File: config.mk
export PLATFORM = sky130hd
export DESIGN_NAME = xbar_ingress_buffer_flat
export DESIGN_NICKNAME = d
export VERILOG_FILES = /design/src/rtl/xbar_pkg.sv /design/src/rtl/xbar_ingress_buffer_if.sv /design/src/rtl/xbar_sync_fifo.sv /design/src/rtl/xbar_ingress_buffer.sv /design/src/flat_wrapper.sv
export SDC_FILE = /design/constraint.sdc
export NUM_CORES = 1
export LEC_CHECK = 0
export CAP_MARGIN = 20
export CELL_PAD_IN_SITES_DETAIL_PLACEMENT = 1
export CELL_PAD_IN_SITES_GLOBAL_PLACEMENT = 1
export CORE_MARGIN = 1.5
export CORE_UTILIZATION = 40
export DETAILED_ROUTE_END_ITERATION = 6
export GPL_ROUTABILITY_DRIVEN = 0
export MAX_ROUTING_LAYER = met4
export PLACE_DENSITY = 0.79
export SLEW_MARGIN = 20
export SYNTH_ARGS = -nofsm -noshare
export SYNTH_HDL_FRONTEND = slang
export SYNTH_HIERARCHICAL = 1
export SYNTH_SLANG_ARGS = --single-unit
export TNS_END_PERCENT = 50
File: constraint.sdc
create_clock -name clk -period 2.5 [get_ports clk]
set_clock_uncertainty 0.1 [all_clocks]
set_input_delay 0.5 -clock clk [delete_from_list [all_inputs] [get_ports clk]]
set_output_delay 0.5 -clock clk [all_outputs]
set_load 0.02 [all_outputs]
File: src/rtl/xbar_pkg.sv
// Shared crossbar types: buffered beat layout and dest-to-request decode.
// Used by the ingress buffer, the per-master arbiters and the output mux.
package xbar_pkg;

    localparam int unsigned T_DATA_WIDTH = 8;
    localparam int unsigned M_DATA_COUNT = 3;
    localparam int unsigned T_DEST_WIDTH = $clog2(M_DATA_COUNT);

    typedef struct packed {
        logic [T_DATA_WIDTH-1:0] data;
        logic [T_DEST_WIDTH-1:0] dest;
        logic                    last;
    } entry_t;

    // Out-of-range dest decodes to all zeros.
    function automatic logic [M_DATA_COUNT-1:0] dest_to_onehot(input logic [T_DEST_WIDTH-1:0] dest);
        logic [M_DATA_COUNT-1:0] oh;
        oh = '0;
        for (int unsigned i = 0; i < M_DATA_COUNT; i++) begin
            oh[i] = (32'(dest) == i);
        end
        return oh;
    endfunction

endpackage

File: src/rtl/xbar_ingress_buffer_if.sv
// Ingress buffer signal bundle: upstream stream, arbiter request/grant, head beat and status.
interface xbar_ingress_buffer_if
    import xbar_pkg::*;
#(
    parameter int unsigned DEPTH  = 4,
    parameter int unsigned ADDR_W = $clog2(DEPTH)
) ();

    logic [T_DATA_WIDTH-1:0] s_data_i;
    logic [T_DEST_WIDTH-1:0] s_dest_i;
    logic                    s_last_i;
    logic                    s_valid_i;
    logic                    s_ready_o;
    logic [M_DATA_COUNT-1:0] req_o;
    logic [T_DATA_WIDTH-1:0] data_o;
    logic                    last_o;
    logic                    valid_o;
    logic                    grant_i;
    logic [ADDR_W:0]         level_o;
    logic                    drop_o;

    modport master (
        output s_data_i, s_dest_i, s_last_i, s_valid_i, grant_i,
        input  s_ready_o, req_o, data_o, last_o, valid_o, level_o, drop_o
    );

    modport slave (
        input  s_data_i, s_dest_i, s_last_i, s_valid_i, grant_i,
        output s_ready_o, req_o, data_o, last_o, valid_o, level_o, drop_o
    );

endinterface

File: src/rtl/xbar_sync_fifo.sv
// Synchronous FIFO core with wrap-bit pointers and a fall-through head read.
module xbar_sync_fifo #(
    parameter int unsigned WIDTH  = 8,
    parameter int unsigned DEPTH  = 4,
    parameter int unsigned ADDR_W = $clog2(DEPTH)
) (
    input  logic             clk,
    input  logic             rst,
    input  logic             push_i,
    input  logic [WIDTH-1:0] wdata_i,
    input  logic             pop_i,
    output logic [WIDTH-1:0] rdata_o,
    output logic             full_o,
    output logic             empty_o,
    output logic [ADDR_W:0]  level_o
);

    logic [WIDTH-1:0] mem_q [DEPTH];
    logic [ADDR_W:0]  wr_ptr_q, wr_ptr_d;
    logic [ADDR_W:0]  rd_ptr_q, rd_ptr_d;
    logic             do_push, do_pop;

    assign level_o = wr_ptr_q - rd_ptr_q;
    assign full_o  = (level_o == (ADDR_W+1)'(DEPTH));
    assign empty_o = (level_o == '0);
    assign do_push = push_i && !full_o;
    assign do_pop  = pop_i && !empty_o;
    assign rdata_o = mem_q[rd_ptr_q[ADDR_W-1:0]];

    always_comb begin
        wr_ptr_d = wr_ptr_q;
        rd_ptr_d = rd_ptr_q;
        if (do_push) wr_ptr_d = wr_ptr_q + (ADDR_W+1)'(1);
        if (do_pop)  rd_ptr_d = rd_ptr_q + (ADDR_W+1)'(1);
    end

    always_ff @(posedge clk) begin
        if (rst) begin
            wr_ptr_q <= '0;
            rd_ptr_q <= '0;
        end else begin
            wr_ptr_q <= wr_ptr_d;
            rd_ptr_q <= rd_ptr_d;
        end
    end

    // Storage is deliberately left out of reset.
    always_ff @(posedge clk) begin
        if (do_push) mem_q[wr_ptr_q[ADDR_W-1:0]] <= wdata_i;
    end

endmodule

File: src/rtl/xbar_ingress_buffer.sv
// Per-slave-port ingress stage: buffers beats, decodes head dest into arbiter requests.
// Build option XBAR_STORE_FORWARD_EN holds the head until a whole packet is stored.
module xbar_ingress_buffer
    import xbar_pkg::*;
#(
    parameter int unsigned DEPTH  = 4,
    parameter int unsigned ADDR_W = $clog2(DEPTH)
) (
    input logic                  clk,
    input logic                  rst,
    xbar_ingress_buffer_if.slave bus
);

    entry_t          wr_entry, head;
    logic            full, empty;
    logic            push, in_range, wr_en, pop, valid;
    logic            drop_q;
    logic [ADDR_W:0] level;

    assign push     = bus.s_valid_i && bus.s_ready_o;
    assign in_range = |dest_to_onehot(bus.s_dest_i);
    assign wr_en    = push && in_range;
    assign pop      = valid && bus.grant_i;
    assign wr_entry = '{data: bus.s_data_i, dest: bus.s_dest_i, last: bus.s_last_i};

    xbar_sync_fifo #(
        .WIDTH  ($bits(entry_t)),
        .DEPTH  (DEPTH),
        .ADDR_W (ADDR_W)
    ) u_fifo (
        .clk     (clk),
        .rst     (rst),
        .push_i  (wr_en),
        .wdata_i (wr_entry),
        .pop_i   (pop),
        .rdata_o (head),
        .full_o  (full),
        .empty_o (empty),
        .level_o (level)
    );

`ifdef XBAR_STORE_FORWARD_EN
    logic [ADDR_W:0] pkt_cnt_q, pkt_cnt_d;
    logic            release_q, release_d;
    logic            push_last, pop_last;

    assign push_last = wr_en && bus.s_last_i;
    assign pop_last  = pop && head.last;
    // A full buffer with no complete packet would never drain: release it as cut-through.
    assign valid     = !empty && ((pkt_cnt_q != '0) || full || release_q);

    always_comb begin
        pkt_cnt_d = pkt_cnt_q;
        release_d = release_q;
        if (push_last && !pop_last)      pkt_cnt_d = pkt_cnt_q + (ADDR_W+1)'(1);
        else if (!push_last && pop_last) pkt_cnt_d = pkt_cnt_q - (ADDR_W+1)'(1);
        if (valid && full && (pkt_cnt_q == '0)) release_d = 1'b1;
        if (pop_last) release_d = 1'b0;
    end

    always_ff @(posedge clk) begin
        if (rst) begin
            pkt_cnt_q <= '0;
            release_q <= 1'b0;
        end else begin
            pkt_cnt_q <= pkt_cnt_d;
            release_q <= release_d;
        end
    end
`else
    assign valid = !empty;
`endif

    always_ff @(posedge clk) begin
        if (rst) drop_q <= 1'b0;
        else     drop_q <= push && !in_range;
    end

    assign bus.s_ready_o = !full;
    assign bus.valid_o   = valid;
    assign bus.req_o     = valid ? dest_to_onehot(head.dest) : '0;
    assign bus.data_o    = head.data;
    assign bus.last_o    = head.last;
    assign bus.level_o   = level;
    assign bus.drop_o    = drop_q;

endmodule

File: src/flat_wrapper.sv
// flat-port wrapper written by rule: the top's interface ports become plain ports
module xbar_ingress_buffer_flat import xbar_pkg::*;
#(
    parameter int unsigned DEPTH  = 4,
    parameter int unsigned ADDR_W = $clog2(DEPTH)
)
  (clk, rst, bus_s_data_i, bus_s_dest_i, bus_s_last_i, bus_s_valid_i, bus_grant_i, bus_s_ready_o, bus_req_o, bus_data_o, bus_last_o, bus_valid_o, bus_level_o, bus_drop_o);
  xbar_ingress_buffer_if #(.DEPTH(DEPTH), .ADDR_W(ADDR_W)) bus_i ();
  input logic clk;
  input logic rst;
  input wire logic [$bits(bus_i.s_data_i)-1:0] bus_s_data_i;
  input wire logic [$bits(bus_i.s_dest_i)-1:0] bus_s_dest_i;
  input wire logic [$bits(bus_i.s_last_i)-1:0] bus_s_last_i;
  input wire logic [$bits(bus_i.s_valid_i)-1:0] bus_s_valid_i;
  input wire logic [$bits(bus_i.grant_i)-1:0] bus_grant_i;
  output wire logic [$bits(bus_i.s_ready_o)-1:0] bus_s_ready_o;
  output wire logic [$bits(bus_i.req_o)-1:0] bus_req_o;
  output wire logic [$bits(bus_i.data_o)-1:0] bus_data_o;
  output wire logic [$bits(bus_i.last_o)-1:0] bus_last_o;
  output wire logic [$bits(bus_i.valid_o)-1:0] bus_valid_o;
  output wire logic [$bits(bus_i.level_o)-1:0] bus_level_o;
  output wire logic [$bits(bus_i.drop_o)-1:0] bus_drop_o;
  assign bus_i.s_data_i = bus_s_data_i;
  assign bus_i.s_dest_i = bus_s_dest_i;
  assign bus_i.s_last_i = bus_s_last_i;
  assign bus_i.s_valid_i = bus_s_valid_i;
  assign bus_i.grant_i = bus_grant_i;
  assign bus_s_ready_o = bus_i.s_ready_o;
  assign bus_req_o = bus_i.req_o;
  assign bus_data_o = bus_i.data_o;
  assign bus_last_o = bus_i.last_o;
  assign bus_valid_o = bus_i.valid_o;
  assign bus_level_o = bus_i.level_o;
  assign bus_drop_o = bus_i.drop_o;
  xbar_ingress_buffer #(.DEPTH(DEPTH), .ADDR_W(ADDR_W)) u_core (.clk(clk), .rst(rst), .bus(bus_i));
endmodule
# == After elaboration in Yosys (flattened, before gate mapping) ==
# Memory sizes are Yosys's and may differ from the RTL's. A register that Yosys moved wholly into a read port is not among the register bits.
# Index checks and enable logic that the tools add are counted.
# op_classes
add_sub_neg,3
n_eq_ne,5
n_mux,5
n_reduce_logical,13
# ops
cell,n
adder 3 x 1 -> 3 bit (second input constant),2
logical AND 1 bit,6
== test 2 x 1 -> 1 bit (second input constant),2
== test 2 bit (second input constant),2
logical NOT 2 bit,2
2-to-1 mux 2 bit,2
== test 3 bit (second input constant),1
logical NOT 1 bit,3
logical NOT 3 bit,1
2-to-1 mux 3 bit,1
OR reduction 3 bit,1
subtractor 3 bit,1
2-to-1 mux 1 bit,2
# word_totals
ff_bits,7
ramBits,44
inputBits,15
output_inout_bits,18
elab_cells,30
mem_count,1
# mem_list
memory,words,width,rd,rd_ports_with_merged_regs,write_ports,line,text
u_core.u_fifo.mem_q,4,11,1,1,1,xbar_sync_fifo.sv:18,logic [WIDTH-1:0] mem_q [DEPTH];

# == Depth between registers and ports, before layout ==
# logic_depth
word_depth,8
mapped_depth,10

# == Modules after synthesis ==
# The synthesis kept the hierarchy.
# modules_own_cells
module,instances,cells_per_inst,area_each_um2,seq_area_each_um2
xbar_sync_fifo,1,113,2107.0,1481.4
xbar_ingress_buffer,1,11,86.3,20.0

# == Least setup slack after synthesis ==
# Ideal clock, no wire load.
# synth_path
kind,flip-flop to output port
startpoint,register u_core.u_fifo.wr_ptr_q[0]
endpoint,output port bus_req_o[1]
arrival_ns,2.155
slack_ns,-0.255
path_stages_with_launch,8
n_path_buf,0
path_cell_list,dfxtp_1 > inv_1 > ha_1 > fa_1 > xnor3_2 > inv_1 > nor2_1 > nor3b_1
# synth_via
elab_chain_cells,3
# synth_rtl
item,line,text
from (decl),xbar_sync_fifo.sv:19,"logic [ADDR_W:0] wr_ptr_q, wr_ptr_d;"
from (signal assigned),xbar_sync_fifo.sv:42,wr_ptr_q <= wr_ptr_d;
subtractor 3 bit,xbar_sync_fifo.sv:23,assign level_o = wr_ptr_q - rd_ptr_q;
net bus_level_o[2],flat_wrapper.sv:21,output wire logic [$bits(bus_i.level_o)-1:0] bus_level_o;
logical NOT 3 bit,xbar_sync_fifo.sv:25,assign empty_o = (level_o == '0);
net u_core.empty,xbar_ingress_buffer.sv:15,"logic full, empty;"
2-to-1 mux 3 bit,xbar_ingress_buffer.sv:81,assign bus.req_o = valid ? dest_to_onehot(head.dest) : '0;
to (decl),flat_wrapper.sv:17,output wire logic [$bits(bus_i.req_o)-1:0] bus_req_o;
# The timed path passes the listed nets, and every way through them passes these cells.

# == Worst setup path in the final report ==
# layout_path
startpoint,register u_core.u_fifo.wr_ptr_q[0]
endpoint,"memory u_core/u_fifo/mem_q[0][1] in the netlist's numbering, enable pin"
# layout_via
elab_chain_cells,8
# layout_rtl
item,line,text
subtractor 3 bit,xbar_sync_fifo.sv:23,
== test 3 bit,xbar_sync_fifo.sv:24,assign full_o = (level_o == (ADDR_W+1)'(DEPTH));
net u_core.full,xbar_ingress_buffer.sv:15,
logical NOT 1 bit,xbar_ingress_buffer.sv:79,assign bus.s_ready_o = !full;
logical AND 1 bit,xbar_ingress_buffer.sv:20,assign push = bus.s_valid_i && bus.s_ready_o;
logical AND 1 bit,xbar_ingress_buffer.sv:22,assign wr_en = push && in_range;
net u_core.wr_en,xbar_ingress_buffer.sv:16,"logic push, in_range, wr_en, pop, valid;"
logical AND 1 bit,xbar_sync_fifo.sv:26,assign do_push = push_i && !full_o;
2-to-1 mux 1 bit,xbar_sync_fifo.sv:49,if (do_push) mem_q[wr_ptr_q[ADDR_W-1:0]] <= wdata_i;
2-to-1 mux 1 bit (implied by the code),xbar_sync_fifo.sv:49,
to (decl),xbar_sync_fifo.sv:18,
# The timed path passes the listed nets, and every way through them passes these cells.

==> out/qor.csv <==
metric,value,unit
detail_route.wirelength,5030,µm
sw_frac_of_total,0.349,
outcome,finished with violations,
arrival,2.46,ns
hold-worst-slack,0.517,ns
num_rows,26,
cell_count_after_placement,242,
grt_use_total,0.187,
power.share.combinational,0.480,
largest_net_degree_at_the_start_of_global_routing,17,
finalNonFillerCells,259,
yosys_register_bits,53,
worst_slew_pin_slew,0.410,ns
max_incr_delay_on_cp,0.46,ns
synthMostInstantiatedCell,edfxtp_1,
final_hold_violation_count,0,
hold-path-cell-count,2,
post-dp-hpwl,3310,µm
slew_violations,0,
pwr_density_cell,1010,nW/µm²
reg2reg_from,u_core/u_fifo/wr_ptr_q[0],
slowest_stage,fa_2,
timing.critical_path.to_type,register,
power_frac_clock,0.153,
finalNetCount,210,
rrSetupSlack,-0.04,ns
shortest_period_the_worst_path_allows,2.54,ns
drt.antenna.violating_nets,0,
worst_setup_path_start_kind,register,
vdd_drop_max,0.818,mV
share_of_the_synthesized_area_in_the_top_cell_type,0.602,
static-leakage-power,1.08,nW
reg2reg_path_depth,11,
r2r-end,u_core/u_fifo/mem_q[0][1],
path_class,register to register,
critical_path.n_buffers_inverters,3,
placeableCoreArea,5200,µm²
top_cells_by_count_synth,"edfxtp_1, mux4_2, inv_1, dfxtp_1, nand2_1",
fmax,393,MHz
die_width,77.1,µm
grt_pass1_vias,1508,
floorplan.initialDensity,0.421,
worstSkewPairLatency,0.30,ns
drt-vias-per-instance,5.08,
pin_count,33,
min-delay-path-class,register to register,
detail_route.drc_violations,0,
via_count,1317,
synth-seq-area-share,0.685,
netlist_area,2190,µm²
synth-warning-count,6,
postSynthCellCount,124,
cts_tree,built,
fin_crit_sh,1.02,
worst-path-max-fanout,6,
route.detailed.wl_per_inst,19.4,µm
synth.net_count,146,
power_frac_seq,0.366,
setup-tns-final,-0.747,ns
flow.area_growth_from_synthesis,35.9,%
finalSetupViolCount,27,
pre_cts_ws,-0.456,ns
clkTransAtPathRegs,0.09,ns
synth_ff_type,edfxtp_1,
design.die.area,5940,µm²
antenna_found_initial,0,
dr.pass1.iters,4,
crit_family,adder cells,
grt.overflow.total,0,
cts-buffers-inserted,5,
synth_area_per_cell,17.7,µm²
cts-root-to-sink-buffers,2,
async_reset_ff_frac,0,
min-delay-start,u_core/u_fifo/rd_ptr_q[2],
worstPathCellList,inv_2 > ha_4 > fa_2 > nand2_4 > buf_6 > nor2_4 > buf_6 > nand2b_4 > a21oi_4 > o21a_4 > and2_4,
postPlaceCellArea,2760,µm²
clk_root_buffer_cell,clkbuf_8,
timing.max_cap.violations,0,
yosys-top-cells-area,"edfxtp_1, mux4_2, dfxtp_1, ha_1, inv_1",
final_cell_area,2980,µm²
cell_type_with_the_largest_total_area_after_synthesis,edfxtp_1,
postLayoutSetupSlackWorst,-0.0449,ns
timing.max_slew.rel_slack,0.726,
cp.required,2.41,ns
post_route_cells_drive_above_1_share,0.429,
timing.hold.worst_endpoint,u_core/u_fifo/rd_ptr_q[2],
diodes,0,
buffer_ports.inserted,32,
yosys.cell_types.count,28,
power_switching,1.05,mW
synth_edf_count,44,
drt_first_iter_violations,100,
rsz0062_at_grt,true,
dieHeight,77.1,µm
cts_num_sinks,53,
htreeDepth,2,
p_int,1.97,mW
cts.hold.buffers_added,0,
violations_in_the_final_reports,negative setup slack,
grt_pass1_wl,8140,µm
path_common_cell,buf_6,
-- cell families after synthesis --
group / synth area share
mux: 0.144
fa+ha+maj: 0.0434
xor+xnor: 0.0108
buf+inv: 0.0228
flops: 0.685
compound gates: 0.0257
simple gates: 0.0685
-- layout make-up --
class	instances	area, µm²
clock buffers	6	72.6
flip-flops and latches	53	1500
inverters	10	37.5
fillers	499	2220
well taps	70	87.6
multi-input cells	63	776
repair buffers	55	488
clock inverters	2	15.0
-- worst max-delay path by stage --
stage | cells after the start | start | endpoint
finish | 11 | u_core/u_fifo/wr_ptr_q[0] | u_core/u_fifo/mem_q[0][1]
global placement | 8 | u_core/u_fifo/wr_ptr_q[0] | bus_valid_o
global route | 11 | u_core/u_fifo/wr_ptr_q[0] | u_core/u_fifo/mem_q[0][10]
floorplan | 9 | u_core/u_fifo/wr_ptr_q[0] | u_core/u_fifo/mem_q[0][0]
CTS | 8 | u_core/u_fifo/wr_ptr_q[0] | bus_req_o[1]
detailed placement | 8 | u_core/u_fifo/wr_ptr_q[0] | bus_req_o[1]
-- registers in the layout (all words and copies together) (netlist names), named ones only --
name and flops:
u_core/bus.drop_o 1, u_core/u_fifo/mem_q 44, u_core/u_fifo/rd_ptr_q 3, u_core/u_fifo/wr_ptr_q 3
-- per-layer routing --
layer / up-vias / wire (µm) / GRT usage
met1: 679 / 1970 / 0.219
li1: 604 / - / -
met4: 0 / 61 / 0.0491
met2: 28 / 2880 / 0.338
met3: 6 / 112 / 0.0274
met5: - / 0 / -
-- timing repair --
item / CTS / global route
gates cloned: 5 / 0
buffers inserted: 3 / 1
setup endpoints to repair: 66 / 55
pin swaps: 7 / 2
resized for setup: 63 / 6
-- through the flow --
stage	util	total power [mW]
after floorplan	-	1.79
after global placement	0.531	2.33
after detailed placement	0.531	2.39
after CTS	0.570	3.01
after global routing	0.573	3.17
final	0.573	3.02
-- worst min-delay path: stages (launching register included) --
cell and delay (ns):
dfxtp_1 0.35, nor2_1 0.10, mux2_2 0.14
-- power by group through the flow --
stage / Sequential (mW) / Combinational [mW] / Clock (mW)
after floorplan: 1.11 / 0.686 / 0
after global placement: 1.11 / 1.22 / 0
after detailed placement: 1.12 / 1.27 / 0
after CTS: 1.11 / 1.42 / 0.478
after global routing: 1.12 / 1.54 / 0.510
final: 1.11 / 1.45 / 0.464
-- cell usage in the layout, fill, tap and decap left out, types with 6 or more instances in the layout --
cell             Yosys  layout
and2_4               0       8
buf_6                0       7
edfxtp_1            44      44
inv_1               10       7
dlygate4sd2_1        0       9
clkdlybuf4s50_1      0      16
nand2_1              7       6
dfxtp_1              9       7
buf_4                0      22
mux4_2              11      11
Note: power is estimated with default switching activity, not from simulation.
